[config.mk]
export PLATFORM = sky130hd
export DESIGN_NAME = ripple_mod_counter
export DESIGN_NICKNAME = d
export VERILOG_FILES = /design/src/rtl/ripple_mod_counter.sv
export SDC_FILE = /design/constraint.sdc
export NUM_CORES = 1
export LEC_CHECK = 0
export BUFFER_PORTS_ARGS = -buffer_cell sky130_fd_sc_hd__buf_2
export CORE_UTILIZATION = 46
export DETAILED_ROUTE_END_ITERATION = 10
export GPL_TIMING_DRIVEN = 0
export PLACE_DENSITY = 0.77
export SYNTH_ARGS = -nofsm -noshare
export SYNTH_HDL_FRONTEND = slang
export SYNTH_SLANG_ARGS = --single-unit
[constraint.sdc]
create_clock -name clk -period 3.7 [get_ports clk]
set_input_delay 0.555 -clock clk [delete_from_list [all_inputs] [get_ports clk]]
set_output_delay 0.555 -clock clk [all_outputs]
set_load 0.02 [all_outputs]
[src/rtl/ripple_mod_counter.sv]
// ripple_mod_counter
//   Modulo-MODULUS up/down counter with a programmable step. The next-state
//   arithmetic uses ripple-carry chains of 1-bit full-adder cells; wrap or
//   saturate on crossing the range limit, with terminal-count, wrap-pulse and
//   sticky-overflow status.
//
// Parameters
//   WIDTH    : counter and step width in bits (>= 2)
//   MODULUS  : count range 0..MODULUS-1, 2 <= MODULUS <= 2**WIDTH
//   SATURATE : 0 = wrap modulo MODULUS, 1 = hold at the limit
//
// Ports
//   clk      : rising-edge clock
//   rst      : asynchronous active-high reset (count, wrap, ovf -> 0)
//   clr      : synchronous clear (count, wrap, ovf -> 0)
//   load     : synchronous load of load_val (clamped to MODULUS-1)
//   load_val : value to load
//   en       : count enable
//   up       : 1 = count up, 0 = count down
//   step     : increment/decrement amount (clamped to MODULUS-1)
//   count    : current count (registered)
//   tc       : terminal count, combinational from count and up
//   wrap     : registered one-cycle pulse on a wrap/saturate event
//   ovf      : sticky overflow flag, cleared only by rst or clr
module ripple_mod_counter #(
    parameter int WIDTH    = 8,
    parameter int MODULUS  = 256,
    parameter int SATURATE = 0
) (
    input  logic             clk,
    input  logic             rst,
    input  logic             clr,
    input  logic             load,
    input  logic [WIDTH-1:0] load_val,
    input  logic             en,
    input  logic             up,
    input  logic [WIDTH-1:0] step,
    output logic [WIDTH-1:0] count,
    output logic             tc,
    output logic             wrap,
    output logic             ovf
);

    localparam logic [WIDTH:0]   MOD_X      = (WIDTH+1)'(MODULUS);
    localparam logic [WIDTH-1:0] MOD_LO     = WIDTH'(MODULUS);
    localparam logic [WIDTH-1:0] MAXV       = WIDTH'(MODULUS - 1);
    localparam bit               FULL_RANGE = (MODULUS == (1 << WIDTH));

    // WIDTH+1-bit ripple chain of full-adder cells
    function automatic logic [WIDTH:0] rca_x(input logic [WIDTH:0] a,
                                             input logic [WIDTH:0] b,
                                             input logic           cin);
        logic [WIDTH:0] c;
        logic [WIDTH:0] s;
        c[0] = cin;
        for (int unsigned i = 0; i < WIDTH; i++) begin
            s[i]   = a[i] ^ b[i] ^ c[i];
            c[i+1] = (a[i] & b[i]) | (c[i] & (a[i] ^ b[i]));
        end
        s[WIDTH] = a[WIDTH] ^ b[WIDTH] ^ c[WIDTH];
        return s;
    endfunction

    // WIDTH-bit ripple chain, result taken modulo 2**WIDTH
    function automatic logic [WIDTH-1:0] rca_w(input logic [WIDTH-1:0] a,
                                               input logic [WIDTH-1:0] b,
                                               input logic             cin);
        logic [WIDTH-1:0] c;
        logic [WIDTH-1:0] s;
        c[0] = cin;
        for (int unsigned i = 0; i < WIDTH - 1; i++) begin
            s[i]   = a[i] ^ b[i] ^ c[i];
            c[i+1] = (a[i] & b[i]) | (c[i] & (a[i] ^ b[i]));
        end
        s[WIDTH-1] = a[WIDTH-1] ^ b[WIDTH-1] ^ c[WIDTH-1];
        return s;
    endfunction

    logic [WIDTH-1:0] count_q, count_d;
    logic             wrap_q, wrap_d;
    logic             ovf_q, ovf_d;

    logic [WIDTH-1:0] s_eff;
    logic [WIDTH-1:0] ld_val;
    logic [WIDTH:0]   add_res;
    logic             up_lim;
    logic             dn_borrow;
    logic [WIDTH-1:0] up_wrapv;
    logic [WIDTH-1:0] dn_wrapv;

    always_comb begin
        s_eff  = ({1'b0, step} < MOD_X) ? step : MAXV;
        ld_val = ({1'b0, load_val} < MOD_X) ? load_val : MAXV;

        // Up: count + s. Down: count + ~s + 1, so bit WIDTH is the
        // carry-out of the WIDTH-bit part and 0 signals a borrow.
        add_res   = rca_x({1'b0, count_q}, {1'b0, (up ? s_eff : ~s_eff)}, ~up);
        up_lim    = FULL_RANGE ? add_res[WIDTH] : (add_res >= MOD_X);
        dn_borrow = ~add_res[WIDTH];

        // Wrapped results: sum - MODULUS for up, (count - s) + MODULUS for
        // down; both land in 0..MODULUS-1, so WIDTH-bit arithmetic suffices.
        up_wrapv = rca_w(add_res[WIDTH-1:0], ~MOD_LO, 1'b1);
        dn_wrapv = rca_w(add_res[WIDTH-1:0], MOD_LO, 1'b0);

        count_d = count_q;
        wrap_d  = 1'b0;
        ovf_d   = ovf_q;

        if (clr) begin
            count_d = '0;
            ovf_d   = 1'b0;
        end else if (load) begin
            count_d = ld_val;
        end else if (en) begin
            if (up) begin
                if (up_lim) begin
                    count_d = (SATURATE != 0) ? MAXV : up_wrapv;
                    wrap_d  = 1'b1;
                    ovf_d   = 1'b1;
                end else begin
                    count_d = add_res[WIDTH-1:0];
                end
            end else begin
                if (dn_borrow) begin
                    count_d = (SATURATE != 0) ? '0 : dn_wrapv;
                    wrap_d  = 1'b1;
                    ovf_d   = 1'b1;
                end else begin
                    count_d = add_res[WIDTH-1:0];
                end
            end
        end
    end

    always_ff @(posedge clk or posedge rst) begin
        if (rst) begin
            count_q <= '0;
            wrap_q  <= 1'b0;
            ovf_q   <= 1'b0;
        end else begin
            count_q <= count_d;
            wrap_q  <= wrap_d;
            ovf_q   <= ovf_d;
        end
    end

    assign count = count_q;
    assign wrap  = wrap_q;
    assign ovf   = ovf_q;
    assign tc    = up ? (count_q == MAXV) : (count_q == '0);

endmodule

== Word-level counts from Yosys, hierarchy flattened ==
Index checks and enable logic that the tools add are counted.
Word-level totals
  word-level logic and storage cells: 70
  bits in registers: 10
  output and inout port bits: 11
  bits of input ports: 22
Operators by class
  bitwise gates (word level): 42
  multiplexer cells: 17
  reductions and logical operators: 4
  equality and inequality tests: 4
Operators by type and width (number)
  2-to-1 mux 8 bit: 4
  AND 1 bit: 16
  XOR 1 bit: 16
  2-to-1 mux 1 bit: 13
  == test 8 bit (second input constant): 1
  logical NOT 8 bit: 1
  inverter 8 bit: 1
  OR 1 bit: 8
  AND reduction 4 bit: 1
  inequality test 3 x 2 -> 1 bit (second input constant): 1
  inequality test 3 bit (second input constant): 1
  nonzero test 3 bit: 1
  inequality test 2 bit (second input constant): 1
  nonzero test 2 bit: 1
  inverter 1 bit: 1

== Logic depth before layout (Yosys ltp) ==
Gate-level depths: netlist of run 1.
  depth in word-level cells: 24
  depth in mapped cells: 14
  mapped depth without buffers: 13

== Least setup slack after synthesis of run 1 ==
OpenSTA, ideal clock, no wires.
  kind: in2reg
  from: input port up
  to: register count_q[7] (netlist: count[7])
  path slack: -0.023 ns
  setup time: 0.120 ns
  required time: 3.580 ns
  stages: 13
  data arrival time: 3.603 ns
  path buffers: 1
  cell sequence: buf_4 > xor2_1 > fa_1 > fa_1 > fa_1 > fa_1 > inv_1 > fa_1 > fa_1 > fa_1 > mux2_2 > mux2i_1 > nor2_1
On the way
  longest elaborated chain between the ends: 20
  elaborated cells between the ends (all ways): 35
  those cells by class: mux (4); bitwise (31)
RTL lines
  start: declaration: RTL line 36  | input logic up,
  2-to-1 mux 8 bit: RTL line 97  | add_res = rca_x({1'b0, count_q}, {1'b0, (up ? s_eff : ~s_eff)}, ~up);
  XOR 1 bit: RTL line 58  | c[i+1] = (a[i] & b[i]) | (c[i] & (a[i] ^ b[i]));
  AND 1 bit: RTL line 58
  OR 1 bit: RTL line 58
  AND 1 bit: RTL line 58
  OR 1 bit: RTL line 58
  AND 1 bit: RTL line 58
  OR 1 bit: RTL line 58
  [4 not listed]
  AND 1 bit: RTL line 58
  OR 1 bit: RTL line 58
  AND 1 bit: RTL line 58
  OR 1 bit: RTL line 58
  XOR 1 bit (*): RTL line 57  | s[i] = a[i] ^ b[i] ^ c[i];
  2-to-1 mux 8 bit (*): RTL line 115  | end else if (en) begin
  2-to-1 mux 8 bit (*): RTL line 113  | end else if (load) begin
  2-to-1 mux 8 bit (*): RTL line 110  | if (clr) begin
  end signal: assignment: RTL line 142  | count_q <= count_d;
  end: declaration: RTL line 79  | logic [WIDTH-1:0] count_q, count_d;
Mark *: on every way between the ends. The rest lies on a longest branch, timed or not. The select of a mux whose other input is x is not followed.
A chain may end at the register's enable or synchronous reset.

== Worst setup path after layout of run 1 ==
Same ends and word-level chain as after synthesis.

==> reports/metrics.csv, run 1 <==
stage,metric,value,unit
clock_tree,numCtsBuffers,3,
clock_tree,h-tree-depth,1,
die,core-area,1560,um2
power,seqPwrFrac,0.368,
final_layout,nets,140,
worst_setup_path,cp.arrival,3.67,ns
power,p_int,242,uW
worst_setup_path,r2r.worst_path.cells,12,
sta,slew_headroom,0.738,
power,power,360,uW
clock_tree,path_clk_slew,0.07,ns
final_layout,drive_gt1_frac,0.409,
global_route,grt-ovfl-total,0,
global_route,grt_max_degree,11,
worst_setup_path,crit_type,in -> reg,
yosys,synth_edf_count,0,
final_layout,antenna_cells,0,
yosys,synth_most_common_cell,dfrtp_1,
placed_design,gp_congestion,0.769,
yosys,post_synth_instance_area,800,um2
global_route,grt_usage,0.217,
die,ioPinCount,33,
outcome,status,finished with violations,
power,p_switching,118,uW
placed_design,io_buffer_count,31,
clock_tree,cts_tree,done,
drt,wl_per_cell,12.9,um
power,leakagePower,0.546,nW
global_route,grt_pass1_vias,674,
die,start_util,0.513,
die,die_area,1910,um2
yosys,synth_seq_area_share,0.313,
drt,via_count,656,
min_path,hp-class,in -> async,
clock_tree,clk_latency,0.26,ns
drt,dr.pass1.iters,7,
worst_setup_path,worst_setup_path_start_kind,input pin,
sta,setup_ws,0.175,ns
yosys,ys_warn_count,0,
placed_design,dpl.cell_count,123,
drt,ant_nets,0,
sta,layout_min_cycle_time,3.52,ns
yosys,synth_cells,76,
clock_tree,cts-root-buf,clkbuf_4,
drt,vias_per_cell,5.21,
placed_design,dp_hpwl,1310,um
yosys,ys_types,24,
sta,finalMaxSlewViolations,0,
clock_tree,cts_max_path_buffers,2,
sta,skew,0.00143,ns
run,drv_cap,0,
drt,wl,1630,um
drt,drc_errors,3,
yosys,avgSynthCellArea,10.5,um2
power,ir_worst_vdd,0.295,mV
sta,tightest_slew,0.393,ns
die,rows,14,
yosys,synth_nets,105,
yosys,synth_common_cells,"dfrtp_1, inv_1, fa_1",
die,die-height,43.7,um
sta,setup_violations,0,
worst_setup_path,crit_required,3.85,ns
final_layout,finalNonFillerCells,126,
yosys,yosysTopAreaCell,dfrtp_1,
die,die_w,43.7,um
placed_design,dp_slack,-0.284,ns
clock_tree,cts_setup_buffers,0,
drt,drt_iter0_drc,12,
power,combPwrFrac,0.366,
outcome,failed_checks,design-rule violations,
yosys,yosys-top-cells-area,"dfrtp_1, fa_1, mux2i_1, xor2_1, xnor2_1",
final_layout,layout-area-overhead-vs-synth,26.8,%
sta,fmax,284,MHz
yosys,synth-seq-cells,10,
yosys,synth_top_area_frac,0.313,
worst_setup_path,crit_path_end_kind,flip-flop,
sta,period_share,0.953,
power,p_clk_frac,0.266,
clock_tree,clock_sinks,10,
power,power_density,355,nW/um2
global_route,antenna_found_initial,0,
sta,rsz0062_at_grt,false,
sta,hold_violations,0,
worst_setup_path,worstPathMaxFanout,11,
yosys,synth_ff_type,dfrtp_1,
global_route,grt_pass1_wl,2970,um
power,p_sw_frac,0.329,
yosys,async_reset_ff_frac,1.00,
==> power by group through the flow <==
| stage | combinational, mW | sequential, mW | clock, mW |
|---|---|---|---|
| floorplan | 0.0787 | 0.145 | 0 |
| global placement | 0.129 | 0.134 | 0 |
| detailed placement | 0.133 | 0.135 | 0 |
| CTS | 0.135 | 0.132 | 0.0984 |
| global route | 0.152 | 0.135 | 0.108 |
| finish | 0.132 | 0.133 | 0.0956 |
==> layer usage <==
metal	global-route usage	wire length, um	up-vias
met5	0	0	-
met4	0.0813	14	0
met3	0.0250	72	2
met2	0.355	863	22
met1	0.297	680	310
li1	-	-	322
==> through the flow <==
stage	hold WS (ns)	utilization	TNS [ns]	instance area [um2]
finish	0.266	0.650	0	1010
global route	0.276	0.650	0	1010
global placement	0.462	0.627	-0.306	977
floorplan	0.395	-	0	802
CTS	0.264	0.652	0	1020
detailed placement	0.468	0.627	-0.410	977
==> final timing paths <==
check	startpoint	end	slack, ns
hold reg to reg	ovf	ovf	0.48
min in group clk	ovf	ovf	0.48
hold / removal	rst	count[7]	0.27
setup / recovery	up	count[7]	0.18
setup reg to reg	count[0]	count[7]	0.30
max in group asynchronous	rst	count[1]	3.16
==> state kept, by name (all words and copies together), names as in the netlist <==
| register | cells |
|---|---|
| count | 8 |
| wrap | 1 |
| ovf | 1 |
==> repair_timing <==
action	4_1_cts	5_1_grt
endpoints found under the hold margin	0	0
hold buffers	0	0
gates resized for setup	1	3
endpoints found under the setup margin	1	1
==> kinds of logic (layout without fill, tap and decap cells) <==
logic type / after synthesis / after routing / synth area share
DFF: 10 / 10 / 0.313
buffers and inverters: 13 / 47 / 0.0861
adders and majority gates: 7 / 7 / 0.175
muxes: 9 / 9 / 0.117
AOI/OAI and AO/OA: 10 / 10 / 0.0939
and+or+nand+nor: 18 / 18 / 0.116
xor gates and xnor gates: 9 / 9 / 0.0986
==> layout by cell type, fill, tap and decap left out, types with 3 or more instances in the layout <==
cell type	Yosys	final
mux2i_1	6	6
xnor2_1	4	4
mux2_2	3	3
buf_2	1	31
fa_2	0	3
clkbuf_4	0	3
dfrtp_1	10	10
a21oi_1	3	3
nor2_1	6	6
xor2_1	5	5
nand2_1	4	4
fa_1	7	4
inv_1	9	9
==> critical path: stages <==
cell	delay [ns]
buf_4	0.17
xor2_1	0.17
fa_2	0.38
fa_2	0.34
fa_1	0.38
fa_1	0.36
inv_1	0.07
fa_1	0.18
fa_2	0.20
fa_1	0.40
mux2_2	0.27
mux2i_1	0.13
nor2_1	0.05
==> area by class of cell <==
cell class | instances | area, um2
Fill cell | 138 | 546
Multi-Input combinational cell | 53 | 488
Sequential cell | 10 | 250
Timing Repair Buffer | 31 | 158
Clock buffer | 4 | 36.3
Inverter | 9 | 33.8
Buffer | 3 | 27.5
Tap cell | 16 | 20.0
(Power assumes the default switching activity.)
==> run 2, diff against run 1 <==
--- a/config.mk
+++ b/config.mk
@@ -6,10 +6,10 @@
 export NUM_CORES = 1
 export LEC_CHECK = 0
 export BUFFER_PORTS_ARGS = -buffer_cell sky130_fd_sc_hd__buf_2
-export CORE_UTILIZATION = 46
+export CORE_UTILIZATION = 50
 export DETAILED_ROUTE_END_ITERATION = 10
 export GPL_TIMING_DRIVEN = 0
-export PLACE_DENSITY = 0.77
+export PLACE_DENSITY = 0.83
 export SYNTH_ARGS = -nofsm -noshare
 export SYNTH_HDL_FRONTEND = slang
 export SYNTH_SLANG_ARGS = --single-unit
==> constraint.sdc (replaced) <==
create_clock -name clk -period 4.5 [get_ports clk]
set_input_delay 0.675 -clock clk [delete_from_list [all_inputs] [get_ports clk]]
set_output_delay 0.675 -clock clk [all_outputs]
set_load 0.02 [all_outputs]
==> run 2 against run 1 <==
The flow now finishes without violations. Highest routed layer unchanged. Critical path depth grew 1. Count of clock-buffer cells in the layout stayed put. Worst setup slack improved by 0.50 ns. Combinational power is 19% lower. Clock skew rose by 0.00068 ns. Clock power down 18%. Power decreased by 18%. Sequential power fell by 18%. Largest power group unchanged. Final area is 0.25% lower. Sequential share of layout area increased by 0.061 points. Global-route usage rose by 0.058 points.
==> reports/metrics.csv, run 2 (synthesized netlist as in run 1, its figures left out) <==
stage,metric,value,unit
outcome,status,completed,
clock_tree,h-tree-depth,1,
worst_setup_path,crit_type,in -> reg,
placed_design,gp_congestion,0.763,
final_layout,largest_register_ffs,8,
sta,rsz0062_at_grt,false,
drt,wl,1500,um
sta,period_share,0.849,
drt,dr.pass1.iters,4,
sta,fmax,262,MHz
drt,via_count,661,
drt,wl_per_cell,11.8,um
drt,drc_errors,0,
worst_setup_path,critPathMaxStageDelay,0.43,ns
sta,fin_hold_ws,0.378,ns
global_route,grt_pass1_vias,667,
global_route,grt-ovfl-total,0,
global_route,grt_usage,0.218,
die,rows,14,
min_path,hp-class,in -> async,
clock_tree,clock_sinks,10,
die,die-height,42.0,um
clock_tree,cts_tree,done,
placed_design,dpl.cell_count,123,
sta,setup-tns-final,0,ns
worst_setup_path,crit_chain,"buf_2, buf_4, xor2_1, fa_1, fa_1, fa_1, fa_1, inv_1, fa_1, fa_1, fa_1, mux2_2, mux2i_1, nor2_1",
sta,skew,0.00211,ns
worst_setup_path,crit_path_end_kind,flip-flop,
drt,ant_nets,0,
clock_tree,cts_max_path_buffers,2,
global_route,grt_max_degree,11,
sta,finalMaxSlewViolations,0,
die,die_w,42.0,um
die,die_area,1760,um2
final_layout,layout-area-overhead-vs-synth,26.4,%
power,ir_worst_vdd,0.203,mV
final_layout,nets,141,
worst_setup_path,slowest_stage,fa_1,
die,core-area,1510,um2
power,power,295,uW
clock_tree,cts-resized-gates,0,
sta,slew_headroom,0.749,
clock_tree,cts-root-buf,clkbuf_4,
final_layout,antenna_cells,0,
clock_tree,cts_setup_buffers,0,
run,drv_cap,0,
sta,hold_violations,0,
drt,drt_iter0_drc,11,
power,leakagePower,0.552,nW
clock_tree,clk_latency,0.26,ns
placed_design,dp_hpwl,1200,um
global_route,antenna_found_initial,0,
final_layout,final_common_cell,buf_2,
sta,setup_violations,0,
worst_setup_path,worst_setup_path_start_kind,input pin,
final_layout,drive_gt1_frac,0.387,
placed_design,io_buffer_count,31,
clock_tree,numCtsBuffers,3,
sta,tightest_slew,0.377,ns
worst_setup_path,crit_required,4.65,ns
sta,layout_min_cycle_time,3.82,ns
clock_tree,ctsHoldBuffers,0,
final_layout,mostFrequentLayoutCells,"buf_2, dfrtp_1, inv_1",
global_route,grt_pass1_wl,2790,um
worst_setup_path,cp.arrival,3.97,ns
power,power_density,291,nW/um2
die,ioPinCount,33,
drt,vias_per_cell,5.20,
die,start_util,0.531,
worst_setup_path,crit_top_cell,fa_1,
worst_setup_path,worstPathMaxFanout,10,
final_layout,finalNonFillerCells,127,
clock_tree,path_clk_slew,0.06,ns
==> run 2: changes by cell type in the layout (fill, tap and decap cells not counted), sizes merged <==
| cell | change |
|---|---|
| buf | +1 |
==> run 2: layout make-up <==
cell class	instances	area [um2]
well taps	16	20.0
flip-flops and latches	10	250
fillers	127	495
inverters	9	33.8
plain buffers	4	35.0
clock buffers	4	36.3
repair buffers	31	155
multi-input cells	53	480
==> run 2: metrics by stage <==
| step | area [um2] | setup slack, ns | util |
|---|---|---|---|
| final | 1010 | 0.677 | 0.671 |
| after floorplan | 800 | 0.657 | - |
| after detailed placement | 975 | 0.375 | 0.647 |
| after CTS | 1010 | 0.650 | 0.671 |
| after global placement | 975 | 0.412 | 0.647 |
| after global routing | 1010 | 0.528 | 0.671 |
==> run 2: power breakdown <==
group	total [mW]	internal [mW]	switching [mW]
sequential	0.109	0.0983	0.0102
combinational	0.107	0.0506	0.0568
clock	0.0786	0.0491	0.0295
==> run 2: metal layers <==
metal  vias up  GRT usage  wire (um)
met1       309      0.259        667
met5         -          0          0
met3         4     0.0474         90
met4         0      0.116         44
met2        29      0.366        702
li1        319          -          -
==> run 2: worst paths after layout <==
path | from | end | slack (ns) | depth (start not counted)
max | up | count[7] | 0.68 | 14
min | rst | count[4] | 0.38 | 2
max reg2reg | count[0] | count[7] | 1.03 | 12
min reg2reg | ovf | ovf | 0.47 | 1
max in group asynchronous | rst | count[2] | 3.85 | 2
min in group clk | ovf | ovf | 0.47 | 1
==> run 2: critical path: cells and delay by family <==
kind | cells | cell delay (ns)
fa+ha+maj | 7 | 2.33
mux | 2 | 0.39
buf+inv | 3 | 0.36
xor+xnor | 1 | 0.17
simple gates | 1 | 0.05
==> run 3, diff against run 2 <==
--- a/config.mk
+++ b/config.mk
@@ -6,10 +6,10 @@
 export NUM_CORES = 1
 export LEC_CHECK = 0
 export BUFFER_PORTS_ARGS = -buffer_cell sky130_fd_sc_hd__buf_2
-export CORE_UTILIZATION = 50
+export CORE_UTILIZATION = 42
 export DETAILED_ROUTE_END_ITERATION = 10
 export GPL_TIMING_DRIVEN = 0
-export PLACE_DENSITY = 0.83
+export PLACE_DENSITY = 0.74
 export SYNTH_ARGS = -nofsm -noshare
 export SYNTH_HDL_FRONTEND = slang
 export SYNTH_SLANG_ARGS = --single-unit
==> constraint.sdc (replaced) <==
create_clock -name clk -period 3.4 [get_ports clk]
set_input_delay 0.51 -clock clk [delete_from_list [all_inputs] [get_ports clk]]
set_output_delay 0.51 -clock clk [all_outputs]
set_load 0.02 [all_outputs]
==> run 3 against run 2 <==
Clock skew down 0.0019 ns. Power up 42%. Register-to-register slack lost 0.98 ns. The run now ends with negative setup slack left. Cell count rose by 13%. Clock power grew 35%. Sequential power increased by 32%. Combinational power increased by 56%. Critical path depth unchanged.
==> reports/metrics.csv, run 3 (synthesized netlist as in run 1, its figures left out) <==
stage,metric,value,unit
global_route,grt_pass1_vias,678,
sta,fmax,290,MHz
die,die_area,2080,um2
clock_tree,cts-root-buf,clkbuf_4,
final_layout,stdcell_area,1140,um2
worst_setup_path,slowest_stage,fa_1,
sta,period_share,1.01,
drt,wl,1770,um
clock_tree,clk_latency,0.26,ns
worst_setup_path,crit_chain,"buf_6, buf_8, xor2_4, fa_2, fa_2, fa_2, fa_2, inv_2, fa_2, fa_2, fa_1, mux2_4, mux2i_1, nor2_1",
drt,wl_per_cell,12.3,um
worst_setup_path,crit_top_cell,fa_2,
worst_setup_path,crit_type,in -> reg,
final_layout,fillers,170,
placed_design,io_buffer_count,31,
die,die-height,45.6,um
drt,drt_iter0_drc,6,
drt,dr.pass1.iters,4,
clock_tree,path_clk_slew,0.07,ns
clock_tree,cts_max_path_buffers,2,
final_layout,layout-area-overhead-vs-synth,43.2,%
clock_tree,clock_sinks,10,
drt,via_count,697,
sta,setup_ws,-0.0457,ns
power,power,417,uW
clock_tree,cts_tree,done,
final_layout,mostFrequentLayoutCells,"buf_2, dfrtp_1, inv_1, buf_4",
final_layout,drive_gt1_frac,0.504,
global_route,grt_pass1_wl,2790,um
sta,setup_violations,1,
sta,slew_headroom,0.744,
final_layout,final_common_cell,buf_2,
global_route,grt-ovfl-total,0,
min_path,hp-class,in -> async,
global_route,grt_use_met1,0.239,
final_layout,nets,149,
die,ioPinCount,33,
outcome,status,finished with violations,
power,power_density,364,nW/um2
sta,tightest_slew,0.384,ns
global_route,grt_util_met3,0.0238,
final_layout,antenna_cells,0,
worst_setup_path,critPathMaxStageDelay,0.40,ns
worst_setup_path,worstPathMaxFanout,8,
drt,vias_per_cell,4.84,
sta,skew,0.000223,ns
worst_setup_path,cp_num_buf_inv,3,
die,die_w,45.6,um
worst_setup_path,crit_path_end_kind,flip-flop,
die,rows,15,
global_route,use_met2,0.329,
placed_design,dp_slack,-0.483,ns
placed_design,gp_congestion,0.808,
global_route,grt.busiest_layer,met2,
worst_setup_path,cp_top_family,adder cells,
global_route,grt_max_degree,11,
sta,layout_min_cycle_time,3.45,ns
worst_setup_path,r2r_end,count[7],
global_route,grt_usage,0.190,
worst_setup_path,cp.arrival,3.59,ns
sta,hold_violations,0,
sta,setup-tns-final,-0.0457,ns
die,core-area,1760,um2
die,start_util,0.453,
clock_tree,numCtsBuffers,3,
sta,fin_hold_ws,0.213,ns
worst_setup_path,timing.rr.start,count[0],
drt,drc_errors,0,
sta,rsz0062_at_grt,true,
clock_tree,h-tree-depth,1,
drt,ant_nets,0,
power,leakagePower,0.601,nW
sta,finalMaxSlewViolations,0,
placed_design,placed_cell_area,993,um2
run,drv_cap,0,
worst_setup_path,r2r_slack,0.05,ns
worst_setup_path,crit_required,3.55,ns
power,ir_worst_vdd,0.252,mV
worst_setup_path,r2r.worst_path.cells,12,
global_route,antenna_found_initial,0,
outcome,failed_checks,negative setup slack,
final_layout,largest_register_ffs,8,
worst_setup_path,worst_setup_path_start_kind,input pin,
[run 3: cell count changes in the layout (fill, tap and decap cells not counted), sizes merged]
cell	before	now
buf	35	43
[run 3: timing repair]
item                                    in CTS  in global routing
endpoints found under the setup margin       2                  3
pin swaps                                    0                  1
hold buffers                                 0                  0
resized for setup                            7                  6
setup buffers                                0                  8
[run 3: worst max path at each step]
stage,from,endpoint,slack (ns),depth (start not counted)
after floorplan,up,count[7],-0.15,13
after global placement,up,count[7],-0.40,14
after detailed placement,up,count[7],-0.48,14
after CTS,up,count[7],-0.12,14
after global routing,up,count[7],-0.15,14
final,up,count[7],-0.05,14
[run 3: worst reg2reg max path, cell delays in order (launching register included)]
cell and delay [ns]:
dfrtp_1 0.42, mux2i_1 0.12, fa_2 0.36, fa_2 0.35
fa_2 0.34, fa_2 0.34, inv_2 0.06, fa_2 0.19
fa_2 0.19, fa_1 0.40, mux2_4 0.26, mux2i_1 0.14
nor2_1 0.05
[run 3: per-layer routing]
metal	up-vias	part of all wire
li1	336	-
met1	334	0.42
met2	25	0.52
met3	2	0.048
met4	0	0.0023
met5	-	0
[run 3: layout make-up]
| cell class | instances | area (um2) | area share |
|---|---|---|---|
| Multi-Input combinational cell | 53 | 529 | 0.462 |
| Sequential cell | 10 | 250 | 0.219 |
| Timing Repair Buffer | 39 | 221 | 0.193 |
| Buffer | 4 | 42.5 | 0.0372 |
| Clock buffer | 4 | 36.3 | 0.0317 |
| Inverter | 9 | 33.8 | 0.0295 |
| Tap cell | 25 | 31.3 | 0.0273 |
[run 3: stage by stage]
step / instances / util
finish: 144 / 0.649
global route: 144 / 0.649
CTS: 136 / 0.596
detailed placement: 132 / 0.563
global placement: 132 / 0.563
floorplan: 76 / -
[run 3: power breakdown]
part / internal, mW / switching, mW
clock: 0.0649 / 0.0408
combinational: 0.0841 / 0.0831
sequential: 0.130 / 0.0141
